File: src/rtl/wb_banked_host_if.sv
// Wishbone classic-cycle bus bundle between a bus master and wb_banked_host.
//   adr    byte address            (master -> slave)
//   dat_w  write data              (master -> slave)
//   sel    byte-lane enables       (master -> slave)
//   cyc    bus cycle valid         (master -> slave)
//   stb    strobe                  (master -> slave)
//   we     1 = write, 0 = read     (master -> slave)
//   dat_r  read data               (slave -> master)
//   ack    one-cycle success pulse (slave -> master)
//   err    one-cycle error pulse   (slave -> master)
interface wb_banked_host_if #(
    parameter int DATA_W = 32,
    parameter int ADDR_W = 32
);
    logic [ADDR_W-1:0]   adr;
    logic [DATA_W-1:0]   dat_w;
    logic [DATA_W-1:0]   dat_r;
    logic [DATA_W/8-1:0] sel;
    logic                cyc;
    logic                stb;
    logic                we;
    logic                ack;
    logic                err;

    modport master (
        output adr, dat_w, sel, cyc, stb, we,
        input  dat_r, ack, err
    );

    modport slave (
        input  adr, dat_w, sel, cyc, stb, we,
        output dat_r, ack, err
    );
endinterface

File: src/rtl/wb_banked_host.sv
// Parametrised Wishbone classic-cycle target serving per-slave register banks.
// The address splits into byte offset (low), word index, and slave index (all
// remaining upper bits). Requests pass through a fixed wait-state delay, may be
// stalled by the target slave's busy line (with timeout), and complete with a
// single-cycle ack or err pulse.
//   clk        single clock, rising edge
//   rst        asynchronous active-high reset
//   wb_master  Wishbone bus (slave modport)
//   slv_busy   per-slave stall request
//   err_count  saturating count of err pulses
module wb_banked_host #(
    parameter int          DATA_W         = 32,
    parameter int          ADDR_W         = 32,
    parameter int          SLAVE_COUNT    = 8,
    parameter int          BANK_DEPTH     = 4,
    parameter int          WAIT_STATES    = 1,
    parameter int          TIMEOUT_CYCLES = 16,
    parameter logic [31:0] INIT_BASE      = 32'h9ABC_DEF0
) (
    input  logic                   clk,
    input  logic                   rst,
    wb_banked_host_if.slave        wb_master,
    input  logic [SLAVE_COUNT-1:0] slv_busy,
    output logic [7:0]             err_count
);
    localparam int NB   = DATA_W / 8;
    localparam int BO   = $clog2(NB);
    localparam int WI   = $clog2(BANK_DEPTH);
    localparam int SFW  = ADDR_W - BO - WI;
    localparam int SW   = (SLAVE_COUNT > 1) ? $clog2(SLAVE_COUNT) : 1;
    localparam int NPAD = 2 ** SW;
    localparam int TW   = $clog2(TIMEOUT_CYCLES) + 1;

    typedef enum logic [1:0] {S_IDLE, S_WAIT, S_ACCESS, S_DONE} state_t;

    state_t              state_q, state_d;
    logic [3:0]          wait_cnt_q, wait_cnt_d;
    logic [TW-1:0]       tmo_q, tmo_d;
    logic [ADDR_W-1:0]   adr_q, adr_d;
    logic [DATA_W-1:0]   dat_w_q, dat_w_d;
    logic [NB-1:0]       sel_q, sel_d;
    logic                we_q, we_d;
    logic                ack_q, ack_d;
    logic                err_q, err_d;
    logic [DATA_W-1:0]   dat_r_q, dat_r_d;
    logic [7:0]          err_count_q, err_count_d;
    logic                wr_en;

    // Decode always works on the latched request so master-side changes after
    // the sampling edge cannot disturb an in-flight access.
    logic [SFW-1:0]      slave_field;
    logic [WI-1:0]       word_idx;
    logic [BO-1:0]       byte_off;
    logic [SW-1:0]       slave_sel;
    logic                decode_err;
    logic [NPAD-1:0]     busy_pad;
    logic                target_busy;
    logic [TW-1:0]       tmo_inc;
    logic [DATA_W-1:0]   rd_word [NPAD][BANK_DEPTH];

    assign slave_field = adr_q[ADDR_W-1 -: SFW];
    assign word_idx    = adr_q[BO +: WI];
    assign byte_off    = adr_q[BO-1:0];
    assign slave_sel   = slave_field[SW-1:0];
    // Full-width compare: any set upper bit makes the slave index out of range.
    assign decode_err  = ({1'b0, slave_field} >= (SFW+1)'(SLAVE_COUNT)) || (byte_off != '0);
    // Padding to a power of two keeps the index in range for odd slave counts;
    // padded entries are only reachable when decode_err already wins.
    assign busy_pad    = NPAD'(slv_busy);
    assign target_busy = busy_pad[slave_sel];
    assign tmo_inc     = tmo_q + 1'b1;

    always_comb begin
        state_d     = state_q;
        wait_cnt_d  = wait_cnt_q;
        tmo_d       = tmo_q;
        adr_d       = adr_q;
        dat_w_d     = dat_w_q;
        sel_d       = sel_q;
        we_d        = we_q;
        ack_d       = 1'b0;
        err_d       = 1'b0;
        dat_r_d     = dat_r_q;
        err_count_d = err_count_q;
        wr_en       = 1'b0;
        case (state_q)
            S_IDLE: begin
                wait_cnt_d = '0;
                tmo_d      = '0;
                if (wb_master.cyc && wb_master.stb) begin
                    adr_d   = wb_master.adr;
                    dat_w_d = wb_master.dat_w;
                    sel_d   = wb_master.sel;
                    we_d    = wb_master.we;
                    state_d = (WAIT_STATES > 0) ? S_WAIT : S_ACCESS;
                end
            end
            S_WAIT: begin
                if (!wb_master.cyc) begin
                    wait_cnt_d = '0;
                    state_d    = S_IDLE;
                end else if (wait_cnt_q == 4'(WAIT_STATES - 1)) begin
                    wait_cnt_d = '0;
                    state_d    = S_ACCESS;
                end else begin
                    wait_cnt_d = wait_cnt_q + 4'd1;
                end
            end
            S_ACCESS: begin
                if (!wb_master.cyc) begin
                    tmo_d   = '0;
                    state_d = S_IDLE;
                end else if (decode_err) begin
                    err_d   = 1'b1;
                    state_d = S_DONE;
                end else if (target_busy) begin
                    tmo_d = tmo_inc;
                    if (tmo_inc == TW'(TIMEOUT_CYCLES - 1)) begin
                        err_d   = 1'b1;
                        state_d = S_DONE;
                    end
                end else begin
                    if (we_q) begin
                        wr_en = 1'b1;
                    end else begin
                        dat_r_d = rd_word[slave_sel][word_idx];
                    end
                    ack_d   = 1'b1;
                    state_d = S_DONE;
                end
            end
            S_DONE: begin
                tmo_d   = '0;
                state_d = S_IDLE;
            end
            default: state_d = S_IDLE;
        endcase
        if (err_d && (err_count_q != 8'hFF)) begin
            err_count_d = err_count_q + 8'd1;
        end
    end

    always_ff @(posedge clk or posedge rst) begin
        if (rst) begin
            state_q     <= S_IDLE;
            wait_cnt_q  <= '0;
            tmo_q       <= '0;
            adr_q       <= '0;
            dat_w_q     <= '0;
            sel_q       <= '0;
            we_q        <= 1'b0;
            ack_q       <= 1'b0;
            err_q       <= 1'b0;
            dat_r_q     <= '0;
            err_count_q <= '0;
        end else begin
            state_q     <= state_d;
            wait_cnt_q  <= wait_cnt_d;
            tmo_q       <= tmo_d;
            adr_q       <= adr_d;
            dat_w_q     <= dat_w_d;
            sel_q       <= sel_d;
            we_q        <= we_d;
            ack_q       <= ack_d;
            err_q       <= err_d;
            dat_r_q     <= dat_r_d;
            err_count_q <= err_count_d;
        end
    end

    // Bank words are individual registers because every word must come out of
    // reset holding its own seed value.
    for (genvar gi = 0; gi < NPAD; gi++) begin : g_slave
        for (genvar gj = 0; gj < BANK_DEPTH; gj++) begin : g_word
            if (gi < SLAVE_COUNT) begin : g_real
                localparam logic [31:0] SEED = INIT_BASE + 32'(gi) * 32'h200 + 32'(gj) * 32'd4;
                logic [DATA_W-1:0] word_q;
                always_ff @(posedge clk or posedge rst) begin
                    if (rst) begin
                        word_q <= DATA_W'(SEED);
                    end else if (wr_en && (slave_sel == SW'(gi)) && (word_idx == WI'(gj))) begin
                        for (int b = 0; b < NB; b++) begin
                            if (sel_q[b]) begin
                                word_q[8*b +: 8] <= dat_w_q[8*b +: 8];
                            end
                        end
                    end
                end
                assign rd_word[gi][gj] = word_q;
            end else begin : g_pad
                assign rd_word[gi][gj] = '0;
            end
        end
    end

    assign wb_master.dat_r = dat_r_q;
    assign wb_master.ack   = ack_q;
    assign wb_master.err   = err_q;
    assign err_count       = err_count_q;
endmodule

File: src/flat_wrapper.sv
// flat-port wrapper written by rule: the top's interface ports become plain ports
module wb_banked_host_flat 
#(
    parameter int          DATA_W         = 32,
    parameter int          ADDR_W         = 32,
    parameter int          SLAVE_COUNT    = 8,
    parameter int          BANK_DEPTH     = 4,
    parameter int          WAIT_STATES    = 1,
    parameter int          TIMEOUT_CYCLES = 16,
    parameter logic [31:0] INIT_BASE      = 32'h9ABC_DEF0
)
  (clk, rst, slv_busy, err_count, wb_master_adr, wb_master_dat_w, wb_master_sel, wb_master_cyc, wb_master_stb, wb_master_we, wb_master_dat_r, wb_master_ack, wb_master_err);
  wb_banked_host_if #(.DATA_W(DATA_W), .ADDR_W(ADDR_W)) wb_master_i ();
  input  logic clk;
  input  logic rst;
  input  logic [SLAVE_COUNT-1:0] slv_busy;
  output logic [7:0] err_count;
  input wire logic [$bits(wb_master_i.adr)-1:0] wb_master_adr;
  input wire logic [$bits(wb_master_i.dat_w)-1:0] wb_master_dat_w;
  input wire logic [$bits(wb_master_i.sel)-1:0] wb_master_sel;
  input wire logic [$bits(wb_master_i.cyc)-1:0] wb_master_cyc;
  input wire logic [$bits(wb_master_i.stb)-1:0] wb_master_stb;
  input wire logic [$bits(wb_master_i.we)-1:0] wb_master_we;
  output wire logic [$bits(wb_master_i.dat_r)-1:0] wb_master_dat_r;
  output wire logic [$bits(wb_master_i.ack)-1:0] wb_master_ack;
  output wire logic [$bits(wb_master_i.err)-1:0] wb_master_err;
  assign wb_master_i.adr = wb_master_adr;
  assign wb_master_i.dat_w = wb_master_dat_w;
  assign wb_master_i.sel = wb_master_sel;
  assign wb_master_i.cyc = wb_master_cyc;
  assign wb_master_i.stb = wb_master_stb;
  assign wb_master_i.we = wb_master_we;
  assign wb_master_dat_r = wb_master_i.dat_r;
  assign wb_master_ack = wb_master_i.ack;
  assign wb_master_err = wb_master_i.err;
  wb_banked_host #(.DATA_W(DATA_W), .ADDR_W(ADDR_W), .SLAVE_COUNT(SLAVE_COUNT), .BANK_DEPTH(BANK_DEPTH), .WAIT_STATES(WAIT_STATES), .TIMEOUT_CYCLES(TIMEOUT_CYCLES), .INIT_BASE(INIT_BASE)) u_core (.clk(clk), .rst(rst), .wb_master(wb_master_i), .slv_busy(slv_busy), .err_count(err_count));
endmodule
File: config.mk
export PLATFORM = sky130hd
export DESIGN_NAME = wb_banked_host_flat
export DESIGN_NICKNAME = d
export VERILOG_FILES = /design/src/rtl/wb_banked_host_if.sv /design/src/rtl/wb_banked_host.sv /design/src/flat_wrapper.sv
export SDC_FILE = /design/constraint.sdc
export NUM_CORES = 2
export LEC_CHECK = 0
export ABC_CLOCK_PERIOD_IN_PS = 42100
export CORE_ASPECT_RATIO = 1.75
export CORE_UTILIZATION = 56
export CTS_CLUSTER_DIAMETER = 100
export DETAILED_ROUTE_END_ITERATION = 16
export PLACE_DENSITY = 0.86
export SYNTH_ARGS = -nofsm -noshare
export SYNTH_HDL_FRONTEND = slang
export SYNTH_SLANG_ARGS = --single-unit
File: constraint.sdc
create_clock -name clk -period 42.1 [get_ports clk]
set_input_delay 8.42 -clock clk [delete_from_list [all_inputs] [get_ports clk]]
set_output_delay 8.42 -clock clk [all_outputs]
set_load 0.02 [all_outputs]
* After elaboration in Yosys (flattened, before gate mapping)
Cells that the tools add are included.
Word-level totals: flip-flop bits (word level) 1146, bits of input ports 81, output and inout port bits 42, word-level logic and storage cells 391
Cells by class: add/subtract/negate cells 3, order comparisons 4, eq/ne operators 20, muxes and demuxes 37, bitwise logic cells 5, reduce and logical (&&, ||, !) cells 183
Operators with widths (count):
- binary-select mux 128 bit (select 3 bit) | 1
- AND reduction 2 bit | 129
- two-way mux 128 bit | 2
- binary-select mux 32 bit (select 2 bit) | 1
- two-way mux 32 bit | 2
- logical AND 1 bit | 42
- >= comparator 28 x 4 -> 1 bit, second input constant | 1
- two-way mux 1 bit | 15
- two-way mux 5 bit | 3
- two-way mux 2 bit | 7
- == test 3 bit, second input constant | 4
- one-hot mux 5 bit (2 select lines) | 1
- adder 8 x 1 -> 8 bit, second input constant | 1
- == test 2 bit, second input constant | 4
- two-way mux 4 bit | 2
- inequality test 8 bit, second input constant | 1
- one-hot mux 2 bit (4 select lines) | 1
- one-hot mux 4 bit (2 select lines) | 1
- == test 3 x 2 -> 1 bit, second input constant | 2
- inequality test 3 x 2 -> 1 bit, second input constant | 2
- AND reduction 3 bit | 2
- nonzero test 2 bit | 3
- adder 5 x 1 -> 5 bit, second input constant | 1
- == test 5 x 4 -> 1 bit, second input constant | 1
- other kinds (19) | 23

* Logic depth before layout (Yosys ltp)
depth after elaboration 9, gate-level depth with buffers 10, gate-level depth less buffers 8

* Least setup slack after synthesis
No wires, ideal clock.
kind input-to-reg, start input slv_busy[7], end register u_core.dat_r_q[0] (netlist: u_core.wb_master.dat_r[0]), setup time 0.125 ns, arrival 10.694 ns, data required time 41.975 ns, setup slack 31.281 ns, stages on the path 9, buffers on the path 3, cell sequence mux4_2 -> mux2_2 -> nor3_4 -> nand2_2 -> clkbuf_1 -> nor2_1 -> buf_2 -> buf_2 -> mux2_2
On the way: cells in the longest elaborated chain, start to end 4
RTL lines:
- start: declaration | line flat_wrapper.sv:16 | input logic [SLAVE_COUNT-1:0] slv_busy;
- binary-select mux 1 bit (select 3 bit) | line wb_banked_host.sv:70 | assign target_busy = busy_pad[slave_sel];
- two-way mux 1 bit (implied by the code) | line wb_banked_host.sv:70
- NOT 1 bit (no line)
- AND reduction 5 bit (no line)
- end signal: assignment | line wb_banked_host.sv:166 | dat_r_q <= dat_r_d;
- end: declaration | line wb_banked_host.sv:45 | logic [DATA_W-1:0] dat_r_q, dat_r_d;
Every way passes these cells. The select of a mux whose other input is x is not followed. A chain may end at the register's enable or synchronous reset.

* Worst setup path after layout
start input slv_busy[0], end register u_core.dat_r_q[16] (netlist: u_core.wb_master.dat_r[16])
Same word-level chain as after synthesis.

==> results.tsv <==
metric	value	unit
TritonRoute pass-1 iters	5	
final hold viol count	0	
CTS root buffer	clkbuf_16	
Detail Placement HPWL	81.6	mm
highest clock rate	0.0790	GHz
nature of the critical path endpoint	flip-flop	
Yosys top cell by area	dfstp_2	
CP max-delay cell	nor3_4	
total core area	92000	um^2
CP Class	input pin to flip-flop	
crit-path most repeated cell	mux2_2	
H-tree Lvls	3	
average size of a mapped cell	15.4	um^2
Synth Area in Simple Gates	0.0288	
std cell rows	147	
fill count	6443	
Final #Nets	3454	
Synthesis Warnings	0	
post-synthesis register bit count	1146	
Reg2Reg Depth	7	
placed cell count	4457	
PortBufs	122	
CTS sink count	1146	
starting density of the core	0.567	
WL/cell	27.2	um
DRC	0	
EDFF count, synth	0	
Top Ports	123	
Tightest Pin Transition	1270	ps
FFs w/ async S/R, synth	1.00	
share of cells above drive strength 1	0.517	
Primary FF master, synth	dfstp_2	
WL final	126	mm
Hold Path Stages	1	
Die W	233	um
Compound-Gate Fraction of Synth Area	0.0307	
final setup violating endpoints	0	
Worst EP required	42670	ps
CTS buffer count	98	
Die Ht	406	um
post-route insts no fill	4643	
PostCTS Resize Cnt	0	
top cell type's share of synthesized area	0.298	
Placed Area	54200	um^2
count leader, synth	mux2_2	
register area share after synthesis	0.564	
global-route wire length before repair	195	mm
period utilisation layout	0.301	
Max IR drop VDD	0.0541	mV
crit path cell chain	clkdlybuf4s50_1, mux4_2, mux2_2, nor3_4, nand2_2, nor2_4, buf_4, mux2_2	
post-CTS setup buffers	0	
CP arrival	13220	ps
post-DR vias/cell	6.47	
final setup TNS	0	ps
xor/xnor share of the synthesized area	0.00118	
critical path peak fanout	55	
post-synthesis cell area	52100	um^2
DRT antenna net count	0	
PD cells	48.9	nW/um^2
CTS tree	built	
multiplexer share of the synthesized area	0.353	
fin area	57500	um^2
cts hold-fix bufs	0	
startpoint types	input pin	
RSZ-0062 raised after global routing	no	
LEAKAGE	25.5	nW
post-synthesis instance total	3386	
initial DRC count	2555	
Worst slew margin	0.153	
Final Max Tran Viols	0	
largest net degree at the start of global routing	195	
Hold WC Path Type	flip-flop to flip-flop	
antenna cells	0	
Post-synth top cells	mux2_2 (768), dfstp_2 (592), dfrtp_1 (554), mux2_1 (357), clkbuf_1 (233)	
clk_skew	29.3	ps
worst skew pair latency	710	ps
CTS Buffer Depth	3	
die area	94400	um^2
maxcap violations	0	
via count	30035	
antenna violations before repair	1	
gr usage total	0.275	
Post-Synth Adder-Cell Area	0.00192	
Reg clk slew, reported paths	70	ps
synth unique cells	49	
global placer's final weighted congestion	0.857	
Synth area leaders	dfstp_2 (30%), dfrtp_1 (27%), mux2_2 (17%)	
status	finished, final reports clean	
Syn-to-layout area delta	10.2	%
total grt overflow	0	
main combinational cell family by area after synthesis	multiplexers	
min Tclk post-route	12650	ps
Synthesized Nets	3475	
vias in the first global route	31934	
Worst path max stage delay	920	ps
## cell type report
| type | instances | area (um^2) | area share |
|---|---|---|---|
| clock inverters | 35 | 323 | 0.00562 |
| repair buffers | 156 | 1530 | 0.0266 |
| flip-flops and latches | 1146 | 29400 | 0.512 |
| inverters | 6 | 30.0 | 0.000522 |
| well taps | 1192 | 1490 | 0.0260 |
| clock buffers | 151 | 2960 | 0.0514 |
| multi-input cells | 1957 | 21700 | 0.378 |
## power by group
part / total (mW) / switching (mW) / internal [mW] / leakage [nW]
combinational: 0.540 / 0.347 / 0.193 / 10.2
clock: 0.926 / 0.414 / 0.512 / 1.63
sequential: 1.34 / 0.207 / 1.14 / 13.7
total: 2.81 / 0.967 / 1.84 / 25.5
## layout by cell type (no fill, tap or decap), drive strengths merged, types with 17 or more instances in the layout
cell	synthesis	layout
mux2	1125	1125
dfstp	592	592
dfrtp	554	554
mux4	214	214
clkbuf	233	151
clkdlybuf4s50	0	122
mux2i	89	89
nand2	82	82
a22oi	50	50
or3	49	49
nor2	46	46
nand4	45	45
a211oi	41	41
buf	44	34
o22ai	31	31
a21oi	25	25
a22o	23	23
clkinv	0	23
o221ai	19	19
nand3	17	17
o21ai	17	17
## critical path, delay by kind of cell
| kind | cells | cell delay, ps |
|---|---|---|
| simple gates | 3 | 2320 |
| mux | 3 | 1320 |
| buf+inv | 2 | 1090 |
## logic make-up after synthesis
group                      count (synthesis)
AOI/OAI and AO/OA                        224
xor gates and xnor gates                   7
adders and majority gates                  8
buffers and inverters                    283
DFF                                     1146
muxes                                   1428
and+or+nand+nor                          290
## per-layer routing
metal	wire length, um	track usage	up-vias	part of all wire
met5	0	0	-	0
met4	7610	0.155	0	0.060
met3	6970	0.0428	318	0.055
met2	64800	0.465	1025	0.51
met1	46900	0.335	16058	0.37
li1	-	-	12634	-
## stage by stage
stage	setup WS, ps	power [mW]	utilization	hold slack (ps)
2_1_floorplan	2380	1.65	-	459
3_3_place_gp	29030	1.88	0.589	468
3_5_place_dp	28920	1.89	0.589	477
4_1_cts	29590	2.82	0.625	492
5_1_grt	29350	2.90	0.625	505
6_report	29450	2.81	0.625	488
## worst paths after layout
| kind | start | end | slack [ps] |
|---|---|---|---|
| min in group asynchronous | rst | u_core.dat_w_q[5] | 8270 |
| setup reg to reg | u_core.adr_q[16] | u_core.wb_master.dat_r[16] | 36650 |
| max in group asynchronous | rst | u_core.wb_master.dat_r[18] | 30920 |
| hold / removal | u_core.g_slave[6].g_word[0].g_real.word_q[17] | u_core.g_slave[6].g_word[0].g_real.word_q[17] | 490 |
| hold reg to reg | u_core.g_slave[6].g_word[0].g_real.word_q[17] | u_core.g_slave[6].g_word[0].g_real.word_q[17] | 490 |
| setup / recovery | slv_busy[0] | u_core.wb_master.dat_r[16] | 29450 |
## flip-flops by register name, summed over array words and instances, names as in the netlist
| name | cells |
|---|---|
| u_core.dat_w_q | 32 |
| u_core.state_q | 2 |
| u_core.sel_q | 4 |
| u_core.wb_master.ack | 1 |
| u_core.adr_q | 32 |
| u_core.we_q | 1 |
| u_core.err_count | 8 |
| u_core.g_slave.g_word.g_real.word_q | 1024 |
| u_core.tmo_q | 5 |
| u_core.wb_master.dat_r | 32 |
| u_core.wait_cnt_q | 4 |
| u_core.wb_master.err | 1 |
(Power assumes the default switching activity.)
